`config.mk`:
```
export PLATFORM = sky130hd
export DESIGN_NAME = uart_tx_buffered
export DESIGN_NICKNAME = d
export VERILOG_FILES = /design/src/rtl/uart_tx_buffered.sv
export SDC_FILE = /design/constraint.sdc
export NUM_CORES = 1
export LEC_CHECK = 0
export ABC_AREA = 1
export CORE_MARGIN = 5
export CORE_UTILIZATION = 50
export CTS_CLUSTER_DIAMETER = 100
export CTS_CLUSTER_SIZE = 14
export DETAILED_ROUTE_END_ITERATION = 7
export PLACE_DENSITY = 0.69
export SLEW_MARGIN = 0
export SYNTH_ARGS = -nofsm -noshare
export SYNTH_HDL_FRONTEND = slang
export SYNTH_SLANG_ARGS = --single-unit
export TNS_END_PERCENT = 1
```
`constraint.sdc`:
```
create_clock -name clk -period 2.8 [get_ports clk]
set_input_delay 0.56 -clock clk [delete_from_list [all_inputs] [get_ports clk]]
set_output_delay 0.56 -clock clk [all_outputs]
set_load 0.005 [all_outputs]
```
`src/rtl/uart_tx_buffered.sv`:
```
// Buffered 8N1 UART transmitter: byte FIFO feeding a START/DATA/STOP shifter on txd, LSB first.
// Define UART_TX_PARITY_EN to insert an even-parity bit between the data bits and the stop bit.
module uart_tx_buffered #(
   parameter int CLK_PER_HALF_BIT = 30,
   parameter int FIFO_DEPTH_LOG2  = 4
) (
   input  logic                     clk,
   input  logic                     rstn,
   input  logic [7:0]               wr_data,
   input  logic                     wr_en,
   output logic                     full,
   output logic                     drop,
   output logic [FIFO_DEPTH_LOG2:0] count,
   output logic                     busy,
   output logic                     txd
);
   // state  | meaning
   // IDLE   | line high, waiting for a queued byte
   // START  | start bit (txd=0) for one bit period
   // DATA   | data bits, LSB first, one bit period each
   // PARITY | even parity bit (only with UART_TX_PARITY_EN)
   // STOP   | stop bit (txd=1); chains straight into START if bytes are queued

   localparam int BIT_CYC = 2 * CLK_PER_HALF_BIT;
   localparam int TW      = $clog2(BIT_CYC);
   localparam int DEPTH   = 2 ** FIFO_DEPTH_LOG2;
   localparam logic [TW-1:0]              TIMER_LAST = TW'(BIT_CYC - 1);
   localparam logic [FIFO_DEPTH_LOG2:0]   DEPTH_CNT  = (FIFO_DEPTH_LOG2 + 1)'(DEPTH);

   typedef enum logic [2:0] {
      ST_IDLE,
      ST_START,
      ST_DATA,
      ST_STOP
`ifdef UART_TX_PARITY_EN
      , ST_PARITY
`endif
   } state_t;

   state_t                   state_q, state_d;
   logic [TW-1:0]            timer_q, timer_d;
   logic [2:0]               bit_idx_q, bit_idx_d;
   logic [7:0]               shift_q, shift_d;
   logic                     txd_q, txd_d;
   logic                     drop_q, drop_d;
   logic [FIFO_DEPTH_LOG2:0] wr_ptr_q, wr_ptr_d;
   logic [FIFO_DEPTH_LOG2:0] rd_ptr_q, rd_ptr_d;
   logic [7:0]               mem_q [DEPTH];
`ifdef UART_TX_PARITY_EN
   logic                     parity_q, parity_d;
`endif

   logic [FIFO_DEPTH_LOG2:0] count_w;
   logic                     full_w;
   logic                     push;
   logic                     pop;
   logic                     timer_end;
   logic [7:0]               head;

   always_comb begin
      count_w   = wr_ptr_q - rd_ptr_q;
      full_w    = (count_w == DEPTH_CNT);
      push      = wr_en && !full_w;
      drop_d    = wr_en && full_w;
      head      = mem_q[rd_ptr_q[FIFO_DEPTH_LOG2-1:0]];
      timer_end = (timer_q == TIMER_LAST);

      state_d   = state_q;
      timer_d   = timer_end ? '0 : timer_q + TW'(1);
      bit_idx_d = bit_idx_q;
      shift_d   = shift_q;
      txd_d     = txd_q;
      pop       = 1'b0;
`ifdef UART_TX_PARITY_EN
      parity_d  = parity_q;
`endif

      case (state_q)
         ST_IDLE: begin
            timer_d = '0;
            txd_d   = 1'b1;
            if (count_w != '0) begin
               pop     = 1'b1;
               shift_d = head;
               txd_d   = 1'b0;
               state_d = ST_START;
`ifdef UART_TX_PARITY_EN
               parity_d = ^head;
`endif
            end
         end
         ST_START: begin
            if (timer_end) begin
               txd_d     = shift_q[0];
               bit_idx_d = '0;
               state_d   = ST_DATA;
            end
         end
         ST_DATA: begin
            if (timer_end) begin
               if (bit_idx_q == 3'd7) begin
`ifdef UART_TX_PARITY_EN
                  txd_d   = parity_q;
                  state_d = ST_PARITY;
`else
                  txd_d   = 1'b1;
                  state_d = ST_STOP;
`endif
               end else begin
                  bit_idx_d = bit_idx_q + 3'd1;
                  shift_d   = shift_q >> 1;
                  txd_d     = shift_q[1];
               end
            end
         end
`ifdef UART_TX_PARITY_EN
         ST_PARITY: begin
            if (timer_end) begin
               txd_d   = 1'b1;
               state_d = ST_STOP;
            end
         end
`endif
         ST_STOP: begin
            if (timer_end) begin
               // back-to-back frames: reload here so no idle cycle separates them
               if (count_w != '0) begin
                  pop     = 1'b1;
                  shift_d = head;
                  txd_d   = 1'b0;
                  state_d = ST_START;
`ifdef UART_TX_PARITY_EN
                  parity_d = ^head;
`endif
               end else begin
                  txd_d   = 1'b1;
                  state_d = ST_IDLE;
               end
            end
         end
         default: begin
            txd_d   = 1'b1;
            state_d = ST_IDLE;
         end
      endcase

      wr_ptr_d = wr_ptr_q + (FIFO_DEPTH_LOG2 + 1)'(push);
      rd_ptr_d = rd_ptr_q + (FIFO_DEPTH_LOG2 + 1)'(pop);
   end

   always_ff @(posedge clk) begin
      if (!rstn) begin
         state_q   <= ST_IDLE;
         timer_q   <= '0;
         bit_idx_q <= '0;
         shift_q   <= '0;
         txd_q     <= 1'b1;
         drop_q    <= 1'b0;
         wr_ptr_q  <= '0;
         rd_ptr_q  <= '0;
`ifdef UART_TX_PARITY_EN
         parity_q  <= 1'b0;
`endif
      end else begin
         state_q   <= state_d;
         timer_q   <= timer_d;
         bit_idx_q <= bit_idx_d;
         shift_q   <= shift_d;
         txd_q     <= txd_d;
         drop_q    <= drop_d;
         wr_ptr_q  <= wr_ptr_d;
         rd_ptr_q  <= rd_ptr_d;
`ifdef UART_TX_PARITY_EN
         parity_q  <= parity_d;
`endif
      end
   end

   // storage needs no reset; pointers alone define what is valid
   always_ff @(posedge clk) begin
      if (push) mem_q[wr_ptr_q[FIFO_DEPTH_LOG2-1:0]] <= wr_data;
   end

   assign full  = full_w;
   assign count = count_w;
   assign drop  = drop_q;
   assign busy  = (state_q != ST_IDLE);
   assign txd   = txd_q;

endmodule
```
==> flow_metrics.tcl <==
set metrics [dict create \
    outcome "completed" \
    path_class "reg -> out" \
    grt-ovfl-total 0 \
    worst_pin_slew_ns 0.778 \
    hold_viol_final 0 \
    synth_top_family_by_area "simple AND/OR/NAND/NOR gates" \
    synth_mux_area_share_pct 0 \
    crit_arrival_ns 2.16 \
    synthAdderAreaFrac_pct 2.88 \
    most-common-layout-cells "nand2_1, edfxtp_1, inv_1" \
    cts_sinks 159 \
    crit_path_top_delay_cell "fa_2" \
    path_max_fanout 2 \
    crit_buf_inv 3 \
    fillers 1195 \
    cts_tree "yes" \
    dieArea_um2 16900 \
    portBuffers 19 \
    core-area_um2 14400 \
    dr_wl_met2_mm 8.09 \
    grt_max_degree 67 \
    avgViaCountPerCell 5.25 \
    die_w_um 130 \
    synth_compound_area_share_pct 5.28 \
    final_common_cell "nand2_1" \
    synthSimpleGateAreaFrac_pct 22.7 \
    ir_drop_uv 471 \
    synth.avg_cell_area_um2 9.72 \
    drv_slew 0 \
    antenna_cells 0 \
    rsz0062_at_grt "yes" \
    finalSetupViolCount 0 \
    routedWlPerCell_um 16.4 \
    gp_congestion 0.939 \
    cp-start-kind "flip-flop" \
    synth_fp_nets 770 \
    vias 5137 \
    clock_latency_ns 0.42 \
    ios 20 \
    wl_met3_um 873 \
    ys_types 39 \
    grt_pass1_wl_mm 26.0 \
    cts_root_buf "clkbuf_16" \
    drt-pass1-iter-count 5 \
    rows 44 \
    final.period_utilization_pct 97.0 \
    synth_xor_area_share_pct 0.606 \
    wl_met1_mm 6.66 \
    skew_ns 0.00619 \
    dpl.hpwl_mm 10.6 \
    yosys_warnings 0 \
    drtIter0Drc 413 \
    antenna_left 0 \
    cts_buffers 17 \
    grt_usage_pct 20.3 \
    antenna_found_initial 0 \
    area_growth_pct 17.4 \
    wirelength_mm 16.0 \
    hp-class "reg -> reg" \
    utilization_pct 59.0 \
    critPathMaxStageDelay_ns 0.43 \
    power.density_nw_per_um2 895 \
    netSwitchingPower_mw 2.47 \
    htreeDepth 4 \
    grt_pass1_vias 5207 \
    max_freq_ghz 0.368 \
    endpoint_kind "output port" \
    cp_top_family "simple AND/OR/NAND/NOR gates" \
    swShare_pct 32.5 \
    pwr-share-comb_pct 32.0 \
    ys_seq_elements 159 \
    drive_gt1_share_pct 14.3 \
    path_clk_slew_ns 0.06 \
    synthesis.area_um2 7220 \
    yosysSeqAreaShare_pct 61.8 \
    die_y_um 130 \
    required_ns 2.24 \
    maxCapViolations 0 \
    pre_cts_slack_ns -0.100 \
    routed.top_layer "met4" \
    slew_headroom_pct 48.0 \
    power.internal_mw 5.12 \
    drcViolationCount 0 \
    clkPwrFrac_pct 31.5 \
    fin_crit_ns 2.72 \
    leakage_nw 3.51 \
    initial_core_util_pct 50.3 \
    clockBufferDepth 2 \
    worstPathCellList "inv_2 > ha_4 > inv_4 > fa_2 > or2_0 > nor2_2 > nand3_4 > nor2_4 > buf_6" \
    power_frac_seq_pct 36.5 \
    finalNetCount 809 \
    setup_ws_ns 0.0841 \
    syn_inst 743 \
]
-- routing by layer --
layer | track usage [%] | vias up
li1 | - | 2509
met1 | 25.6 | 2463
met2 | 34.2 | 132
met3 | 4.50 | 33
met4 | 8.31 | 0
met5 | 0 | -
-- cells by family after synthesis --
kind of cell | after synthesis
xor+xnor | 5
flops | 159
fa+ha+maj | 16
simple gates | 377
compound gates | 67
buf+inv | 119
-- state kept, by name, indices dropped and copies added, names as in the netlist --
name and count:
wr_ptr_q 5, shift_q 8, txd 1, bit_idx_q 3, rd_ptr_q 5, state_q 2, drop 1, mem_q 128
timer_q 6
-- path summary, 6_finish.rpt --
check                           cells after the start  slack [ns]           to        start
worst min register to register                      1        0.45   timer_q[0]   timer_q[0]
worst min-delay path                                1        0.45   timer_q[0]   timer_q[0]
worst max register to register                     15        0.13  wr_ptr_q[2]  wr_ptr_q[0]
worst max-delay path                                9        0.08         full  wr_ptr_q[0]
-- power by group through the flow --
stage	Sequential, mW	Clock [mW]	Combinational (mW)
5_1_grt	2.78	2.52	2.73
3_3_place_gp	2.80	0	2.29
6_report	2.77	2.39	2.43
4_1_cts	2.76	2.42	2.36
2_1_floorplan	2.80	0	1.62
3_5_place_dp	2.81	0	2.33
-- layout make-up --
class                   instances  area (um^2)  area share, %
multi-input cells             465         2420           28.5
clock inverters                12          166           1.96
flip-flops and latches        159         4470           52.7
inverters                      93          352           4.15
repair buffers                 46          398           4.69
clock buffers                  20          447           5.27
well taps                     184          230           2.72
-- what timing repair did --
| item | CTS | global route |
|---|---|---|
| endpoints found under the setup margin | 26 | 127 |
| gates resized for setup | 12 | 35 |
| setup buffers | 1 | 3 |
| hold buffers | 0 | 0 |
| pin swaps | 2 | 9 |
-- worst register-to-register path, stage by stage (launching register included) --
cell and delay (ns):
dfxtp_2 0.33, inv_2 0.05, ha_4 0.15, inv_4 0.05, fa_2 0.43, or2_0 0.22, nor2_2 0.18, nand3_4 0.10
nor2_4 0.12, buf_6 0.13, nor2_8 0.04, buf_4 0.13, ha_1 0.18, ha_2 0.19, xnor2_1 0.17, nor2_1 0.07
-- metrics by stage --
step                cells  hold WS [ns]  total power [mW]  cell area (um^2)  TNS [ns]
floorplan             743         0.418              4.42              7230         0
global placement      943         0.431              5.09              7680         0
detailed placement    943         0.462              5.14              7680     -1.28
CTS                   976         0.472              7.54              8340     -2.91
global route          979         0.496              8.02              8480   -0.0314
finish                979         0.455              7.59              8480         0
-- synth_stat cells, drive strengths merged --
cell	instances	area (um^2)
xor2	2	17.5
o21ai	32	160
fa	1	20.0
nor4	1	6.26
o211ai	4	30.0
or2	4	25.0
nor3	6	46.3
o21a	1	7.51
edfxtp	128	3840
xnor2	3	26.3
a21oi	24	139
buf	19	111
a211oi	1	7.51
o21bai	2	15.0
inv	93	349
o211a	1	10.0
ha	15	188
o22ai	2	12.5
nor2	78	343
dfxtp	31	621
nand3	70	380
nand2	218	838
clkbuf	7	26.3
Note: power is estimated with default switching activity, not from simulation.
